**src/rtl/alu_result_stage.sv**
```systemverilog
// ALU result stage: a small writeback FIFO fed by the ALU, the architectural PSW flag register
// and a combinational branch-condition evaluator.
// Optional feature: define FLAG_STICKY_OV_EN to add a sticky overflow flag (so_clr / psw_so).
module alu_result_stage #(
  parameter int unsigned DW    = 32,
  parameter int unsigned AW    = 5,
  parameter int unsigned DEPTH = 2
) (
  input  logic          clk,
  input  logic          rst_n,
  input  logic          in_valid,
  output logic          in_ready,
  input  logic [DW-1:0] alu_out,
  input  logic          carryout,
  input  logic          overflow,
  input  logic          zero,
  input  logic          N,
  input  logic          flag_we,
  input  logic [AW-1:0] rd_addr,
  input  logic          rd_we,
  output logic          out_valid,
  input  logic          out_ready,
  output logic [DW-1:0] wb_data,
  output logic [AW-1:0] wb_addr,
  output logic          wb_we,
  output logic [3:0]    psw,
`ifdef FLAG_STICKY_OV_EN
  input  logic          so_clr,
  output logic          psw_so,
`endif
  input  logic [3:0]    cond,
  output logic          cond_true
);

  // DEPTH is a power of two, so pointers wrap naturally at PW bits.
  localparam int unsigned PW = $clog2(DEPTH);
  localparam int unsigned CW = $clog2(DEPTH + 1);

  logic [DW-1:0] data_q [DEPTH];
  logic [AW-1:0] addr_q [DEPTH];
  logic          we_q   [DEPTH];
  logic [PW-1:0] wr_ptr_q, rd_ptr_q;
  logic [CW-1:0] count_q, count_d;
  logic [3:0]    psw_q, psw_d;
  logic          push, pop;

  // Full refuses a push even if the head pops this cycle: keeps in_ready free of out_ready.
  assign in_ready  = (count_q != CW'(DEPTH));
  assign out_valid = (count_q != '0);
  assign push      = in_valid & in_ready;
  assign pop       = out_valid & out_ready;

  // Occupancy next-state.
  always_comb begin
    count_d = count_q;
    unique case ({push, pop})
      2'b10:   count_d = count_q + CW'(1);
      2'b01:   count_d = count_q - CW'(1);
      default: count_d = count_q;
    endcase
  end

  // FIFO pointers and occupancy.
  always_ff @(posedge clk or negedge rst_n) begin
    if (!rst_n) begin
      wr_ptr_q <= '0;
      rd_ptr_q <= '0;
      count_q  <= '0;
    end else begin
      count_q <= count_d;
      if (push) wr_ptr_q <= wr_ptr_q + PW'(1);
      if (pop)  rd_ptr_q <= rd_ptr_q + PW'(1);
    end
  end

  // Entry storage; written only on an accepted push so idle inputs never leak in.
  always_ff @(posedge clk or negedge rst_n) begin
    if (!rst_n) begin
      for (int unsigned i = 0; i < DEPTH; i++) begin
        data_q[i] <= '0;
        addr_q[i] <= '0;
        we_q[i]   <= 1'b0;
      end
    end else if (push) begin
      data_q[wr_ptr_q] <= alu_out;
      addr_q[wr_ptr_q] <= rd_addr;
      we_q[wr_ptr_q]   <= rd_we;
    end
  end

  // Head presentation; forced to zero when empty.
  always_comb begin
    wb_data = '0;
    wb_addr = '0;
    wb_we   = 1'b0;
    if (out_valid) begin
      wb_data = data_q[rd_ptr_q];
      wb_addr = addr_q[rd_ptr_q];
      wb_we   = we_q[rd_ptr_q];
    end
  end

  // PSW next-state: updated from the pushed result only, independent of writeback stalls.
  always_comb begin
    psw_d = psw_q;
    if (push && flag_we) psw_d = {N, zero, carryout, overflow};
  end

  // PSW register.
  always_ff @(posedge clk or negedge rst_n) begin
    if (!rst_n) psw_q <= 4'b0000;
    else        psw_q <= psw_d;
  end

  assign psw = psw_q;

`ifdef FLAG_STICKY_OV_EN
  logic psw_so_q, psw_so_d;

  // Sticky overflow next-state; a setting push beats a clear in the same cycle.
  always_comb begin
    psw_so_d = psw_so_q;
    if (so_clr) psw_so_d = 1'b0;
    if (push && flag_we && overflow) psw_so_d = 1'b1;
  end

  // Sticky overflow register.
  always_ff @(posedge clk or negedge rst_n) begin
    if (!rst_n) psw_so_q <= 1'b0;
    else        psw_so_q <= psw_so_d;
  end

  assign psw_so = psw_so_q;
`endif

  // Branch condition evaluation on the current PSW.
  always_comb begin
    logic fn, fz, fc, fv;
    fn = psw_q[3];
    fz = psw_q[2];
    fc = psw_q[1];
    fv = psw_q[0];
    cond_true = 1'b0;
    case (cond)
      4'd0:    cond_true = fz;
      4'd1:    cond_true = ~fz;
      4'd2:    cond_true = fc;
      4'd3:    cond_true = ~fc;
      4'd4:    cond_true = fn;
      4'd5:    cond_true = ~fn;
      4'd6:    cond_true = fv;
      4'd7:    cond_true = ~fv;
      4'd8:    cond_true = fc & ~fz;
      4'd9:    cond_true = ~fc | fz;
      4'd10:   cond_true = (fn == fv);
      4'd11:   cond_true = (fn != fv);
      4'd12:   cond_true = ~fz & (fn == fv);
      4'd13:   cond_true = fz | (fn != fv);
      4'd14:   cond_true = 1'b1;
      default: cond_true = 1'b0;
    endcase
  end

endmodule

```
**config.mk**
```make
export PLATFORM = sky130hd
export DESIGN_NAME = alu_result_stage
export DESIGN_NICKNAME = d
export VERILOG_FILES = /design/src/rtl/alu_result_stage.sv
export SDC_FILE = /design/constraint.sdc
export NUM_CORES = 1
export LEC_CHECK = 0
export CORE_ASPECT_RATIO = 1.4
export CORE_MARGIN = 1.5
export CORE_UTILIZATION = 35
export CTS_BUF_LIST = sky130_fd_sc_hd__clkbuf_4 sky130_fd_sc_hd__clkbuf_8 sky130_fd_sc_hd__clkbuf_16
export DETAILED_ROUTE_END_ITERATION = 10
export GPL_TIMING_DRIVEN = 0
export PLACE_DENSITY = 0.72
export SLEW_MARGIN = 20
export SYNTH_ARGS = -nofsm -noshare
export SYNTH_HDL_FRONTEND = slang
export SYNTH_SLANG_ARGS = --single-unit
```
**constraint.sdc**
```tcl
create_clock -name clk -period 2.9 [get_ports clk]
set_clock_uncertainty 0.05 [all_clocks]
set_input_delay 0.58 -clock clk [delete_from_list [all_inputs] [get_ports clk]]
set_output_delay 0.58 -clock clk [all_outputs]
set_load 0.05 [all_outputs]
```
==> qor.csv, run 1 <==
metric,value,unit
status,"finished, final reports clean",
Worst setup EP type,primary output,
Final TNS setup,0,ns
largest family of logic cells by synthesized area,multiplexers,
hpwl dp,6390,µm
Filler Cell Count,1004,
vias post-DR,2709,
final setup vio count,0,
ANT nets after route,0,
worst path arrival time,2.13,ns
"Cell Area, Placed",5100,µm²
worst setup path class,reg2out,
Num CTS Buffers,9,
M1 wire length,3730,µm
final hold viol count,0,
"most common cell after layout, fill and taps aside",dfrtp_1,
largest buffer count on any clock path,2,
share of cells above drive strength 1,29.6,%
mux cell area share after synthesis,32.6,%
Clock Pin Slew Worst Setup and Hold Paths,0.06,ns
Pre-antenna DRT Iters,4,
Post-Synthesis Cells,299,
largest net degree at the start of global routing,53,
"Cell Area, Synth",3960,µm²
number of synthesized register bits,84,
Chip Height,129,µm
worst hold-check path type,in2async,
post-synth top area share,53.1,%
met3 routed WL,447,µm
complex-gate fraction of the synthesized area,2.05,%
Multi-input gate area,1710,µm²
clock latency on the worst-skew pair,0.32,ns
Mean Syn Cell Area,13.2,µm²
syn_nets,351,
DRT iter0 DRCs,62,
Area growth syn-to-layout,36.9,%
# diodes,0,
Starting Density,36.2,%
post-route minimum period,2.76,ns
"Max FO, Critical Path",10,
GP Congestion,0.759,
total track usage,15.7,%
CTS root buf,clkbuf_16,
CTS tree,built,
worst slew pin tran,0.569,ns
DRC viols,0,
"area leader, netlist",dfrtp_1,
Max-cap violations,0,
Final #Nets,460,
crit share post-route,95.3,%
vias in the first global route,2843,
unique cell type count in the Yosys netlist,33,
CP Launch Type,register,
WL final,8890,µm
synthesized-area fraction occupied by and/or/nand/nor cells,6.76,%
hold buffer count at cts,0,
clk sink count,84,
drt wl/cell,16.1,µm
Final Instance Area,5420,µm²
WL met2,4530,µm
sequential cell area,2100,µm²
register area share after synthesis,53.1,%
most frequent cells in the layout,"dfrtp_1, mux2_2, clkdlybuf4s50_1",
Final Max Slew Viols,0,
Top Layer Used,met4,
first-pass GRT wire length,14300,µm
Via density,4.90,
I/O Pins,96,
H-tree levels,3,
top achievable clock speed,0.362,GHz
Ys Warns,0,
IO buf count,94,
Area contributors post-synth,"dfrtp_1, mux2_2, mux2i_1",
Die Wd,92.9,µm
final core occ,49.6,%
Core Rows,45,
xor/xnor cell area share of the yosys netlist,1.55,%
die area,12000,µm²
initial antenna violation count,0,
"Remaining Overflow, GRT",0,
CORE AREA,10900,µm²
Synth Area in Adders,0.316,%
slew margin rel.,62.0,%
critical path required time,2.27,ns
RSZ-0062 raised after global routing,false,
## logic make-up (layout without fill, tap and decap cells)
family          after synthesis  in the layout
compound gates               11             11
flops                        84             84
fa+ha+maj                     1              1
mux                         119            119
simple gates                 56             56
xor+xnor                      7              7
buf+inv                      21            134
## metrics by stage
stage / hold WS (ns) / std cells / setup WS [ns]
finish: 0.150 / 553 / 0.136
global placement: 0.416 / 534 / -1.70
detailed placement: 0.425 / 535 / -0.538
floorplan: 0.234 / 299 / 0.415
CTS: 0.157 / 550 / 0.0157
global route: 0.178 / 553 / 0.000909
## synth_stat cells
| master | count |
|---|---|
| a211o_1 | 3 |
| a21o_1 | 1 |
| a21oi_1 | 3 |
| a22o_1 | 1 |
| and2_1 | 1 |
| and4bb_1 | 1 |
| buf_1 | 1 |
| buf_2 | 6 |
| buf_4 | 3 |
| buf_6 | 6 |
| clkbuf_1 | 4 |
| dfrtp_1 | 84 |
| ha_1 | 1 |
| inv_1 | 1 |
| mux2_1 | 8 |
| mux2_2 | 72 |
| mux2i_1 | 39 |
| nand2_2 | 1 |
| nand2b_4 | 1 |
| nand3_1 | 2 |
| nor2_1 | 40 |
| nor2_2 | 1 |
| nor2b_1 | 1 |
| nor3_1 | 2 |
| nor3b_1 | 3 |
| nor4_1 | 1 |
| nor4bb_1 | 1 |
| o2111ai_1 | 1 |
| o21bai_1 | 1 |
| o31ai_1 | 1 |
| or2b_1 | 1 |
| xnor2_1 | 4 |
| xor2_1 | 3 |
## what timing repair did
item                                    CTS  global route
setup buffers                             0             3
endpoints found under the setup margin   34            15
pin swaps                                 2             3
hold endpoints to repair                  0             0
resized for setup                        38            19
## final cells by class
cell class              instances  area share (%)
clock inverters                 4           0.924
inverters                       1          0.0693
multi-input cells             194            31.6
clock buffers                  11            4.55
well taps                     141            3.26
plain buffers                  20            2.77
flip-flops and latches         84            38.8
repair buffers                 98            18.0
## worst paths after layout
check	startpoint	endpoint	slack, ns	depth (start not counted)
max	rd_ptr_q	wb_data[21]	0.14	5
min	rst_n	data_q[45]	0.15	1
max reg2reg	count_q[0]	data_q[54]	1.21	6
min reg2reg	data_q[43]	data_q[43]	0.44	1
max in group asynchronous	rst_n	data_q[31]	2.04	2
min in group clk	data_q[43]	data_q[43]	0.44	1
## per-layer routing
layer,GRT usage (%),up-vias
li1,-,1266
met1,18.8,1370
met2,27.1,63
met3,3.49,10
met4,6.24,0
met5,0,-
## critical path: stages (launching register included)
cell and delay, ns:
dfrtp_1 0.32, clkbuf_1 0.11, buf_2 0.33, mux2i_1 0.12, nor2_1 0.12, clkdlybuf4s50_1 0.81
## registers in the layout, summed over array words and instances (netlist names)
name / count
wr_ptr_q: 1
we_q: 2
rd_ptr_q: 1
count_q: 2
addr_q: 10
data_q: 64
psw: 4
Power of run 1 is not shown: default switching activity piles up to over one toggle a cycle in this logic, so the estimate is an artifact.
==> run 2: changes to the inputs <==
Settings changed: CTS_BUF_LIST sky130_fd_sc_hd__clkbuf_4 sky130_fd_sc_hd__clkbuf_8 sky130_fd_sc_hd__clkbuf_16 to sky130_fd_sc_hd__clkbuf_4 sky130_fd_sc_hd__clkbuf_8.
==> run 2 against run 1 <==
Compared with the run above:
- non-clock buffer count did not move
- critical path depth did not move
- clock-buffer cell count unchanged
- sequential share of layout area increased by 0.63 points
- utilization is 0.79 points lower
- design area down 1.6%
- via count is 0.48% lower
- largest cell class unchanged
==> qor.csv, run 2 (synthesis results as in run 1) <==
metric,value,unit
GP Congestion,0.759,
status,"finished, final reports clean",
flop2flop setup slack,1.21,ns
initial antenna violation count,0,
vias post-DR,2696,
Via density,4.88,
top achievable clock speed,0.364,GHz
Worst setup EP type,primary output,
Place WS,-0.538,ns
worst slew pin tran,0.568,ns
Pre-antenna DRT Iters,4,
worst setup path class,reg2out,
"Max FO, Critical Path",10,
most frequent cells in the layout,"dfrtp_1, mux2_2, clkdlybuf4s50_1",
H-tree levels,3,
Buf/Inv on CP,3,
Final TNS setup,0,ns
hpwl dp,6390,µm
crit path max-delay cell type,dfrtp_1,
CTS tree,built,
Die Wd,92.9,µm
WL final,8950,µm
Final Max Slew Viols,0,
first-pass GRT wire length,14300,µm
DRC viols,0,
drt wl/cell,16.2,µm
share of cells above drive strength 1,30.1,%
CORE AREA,10900,µm²
CP Cell Sequence,nor2_1 -> clkbuf_2 -> clkbuf_2 -> nor2_1 -> dlygate4sd2_1,
final setup vio count,0,
critical path's largest stage delay,0.44,ns
clock latency on the worst-skew pair,0.34,ns
Worst Slack Setup Final,0.150,ns
final core occ,48.8,%
worst path arrival time,2.12,ns
Core Rows,45,
crit share post-route,94.8,%
largest buffer count on any clock path,2,
critical path required time,2.27,ns
Fin Hold WS,0.121,ns
clk sink count,84,
Final #Nets,460,
RSZ-0062 raised after global routing,false,
vias in the first global route,2829,
die area,12000,µm²
Clock Pin Slew Worst Setup and Hold Paths,0.08,ns
Area growth syn-to-layout,34.7,%
slew margin rel.,62.0,%
final hold viol count,0,
hold buffer count at cts,0,
largest net degree at the start of global routing,53,
Max-cap violations,0,
CP Launch Type,register,
Starting Density,36.2,%
Chip Height,129,µm
IO buf count,94,
post-route minimum period,2.75,ns
Num CTS Buffers,9,
CTS root buf,clkbuf_8,
DRT iter0 DRCs,77,
I/O Pins,96,
Largest register FFs,64,
ANT nets after route,0,
"most common cell after layout, fill and taps aside",dfrtp_1,
# diodes,0,
crit-path leading delay family,buffers and inverters,
Reg with most FFs,data_q,
total track usage,15.7,%
worst hold-check path type,in2async,
"Remaining Overflow, GRT",0,
-- run 2: cell types whose count changed in the layout (fill, tap and decap cells not counted) --
cell / before / now
clkbuf_16: 9 / 0
clkbuf_2: 8 / 10
clkbuf_8: 1 / 10
clkdlybuf4s50_1: 62 / 53
dlygate4sd2_1: 13 / 11
dlymetal6s2s_1: 10 / 19
-- run 2: final cells by class --
cell class              count  area (µm²)
clock inverters             4        50.0
repair buffers             98         991
clock buffers              11         145
fillers                  1024        5590
flip-flops and latches     84        2100
multi-input cells         194        1710
inverters                   1        3.75
plain buffers              20         150
well taps                 141         176
-- run 2: worst paths after layout --
| path | from | endpoint | depth (start not counted) |
|---|---|---|---|
| worst max-delay path | count_q[1] | wb_addr[2] | 5 |
| max in group asynchronous | rst_n | data_q[31] | 2 |
| min in group clk | data_q[43] | data_q[43] | 1 |
| worst max register to register | count_q[0] | data_q[54] | 6 |
| worst min register to register | data_q[43] | data_q[43] | 1 |
| worst min-delay path | rst_n | data_q[6] | 1 |
-- run 2: per-layer routing --
layer | track usage (%) | up-vias | part of all wire, %
li1 | - | 1263 | -
met1 | 18.6 | 1354 | 42
met2 | 27.2 | 65 | 51
met3 | 3.84 | 14 | 5.1
met4 | 6.51 | 0 | 2.6
met5 | 0 | - | 0
-- run 2: per-stage QoR --
stage               instance area, µm²  instances
global placement                  5080        534
finish                            5330        553
floorplan                         3960        299
global route                      5330        553
CTS                               5290        550
detailed placement                5100        535
-- run 2: repair_timing --
item / CTS / global route
pin swaps: 2 / 3
resized for setup: 38 / 32
endpoints found under the setup margin: 39 / 26
setup buffers: 0 / 3
Power of run 2 is left out for the same reason.
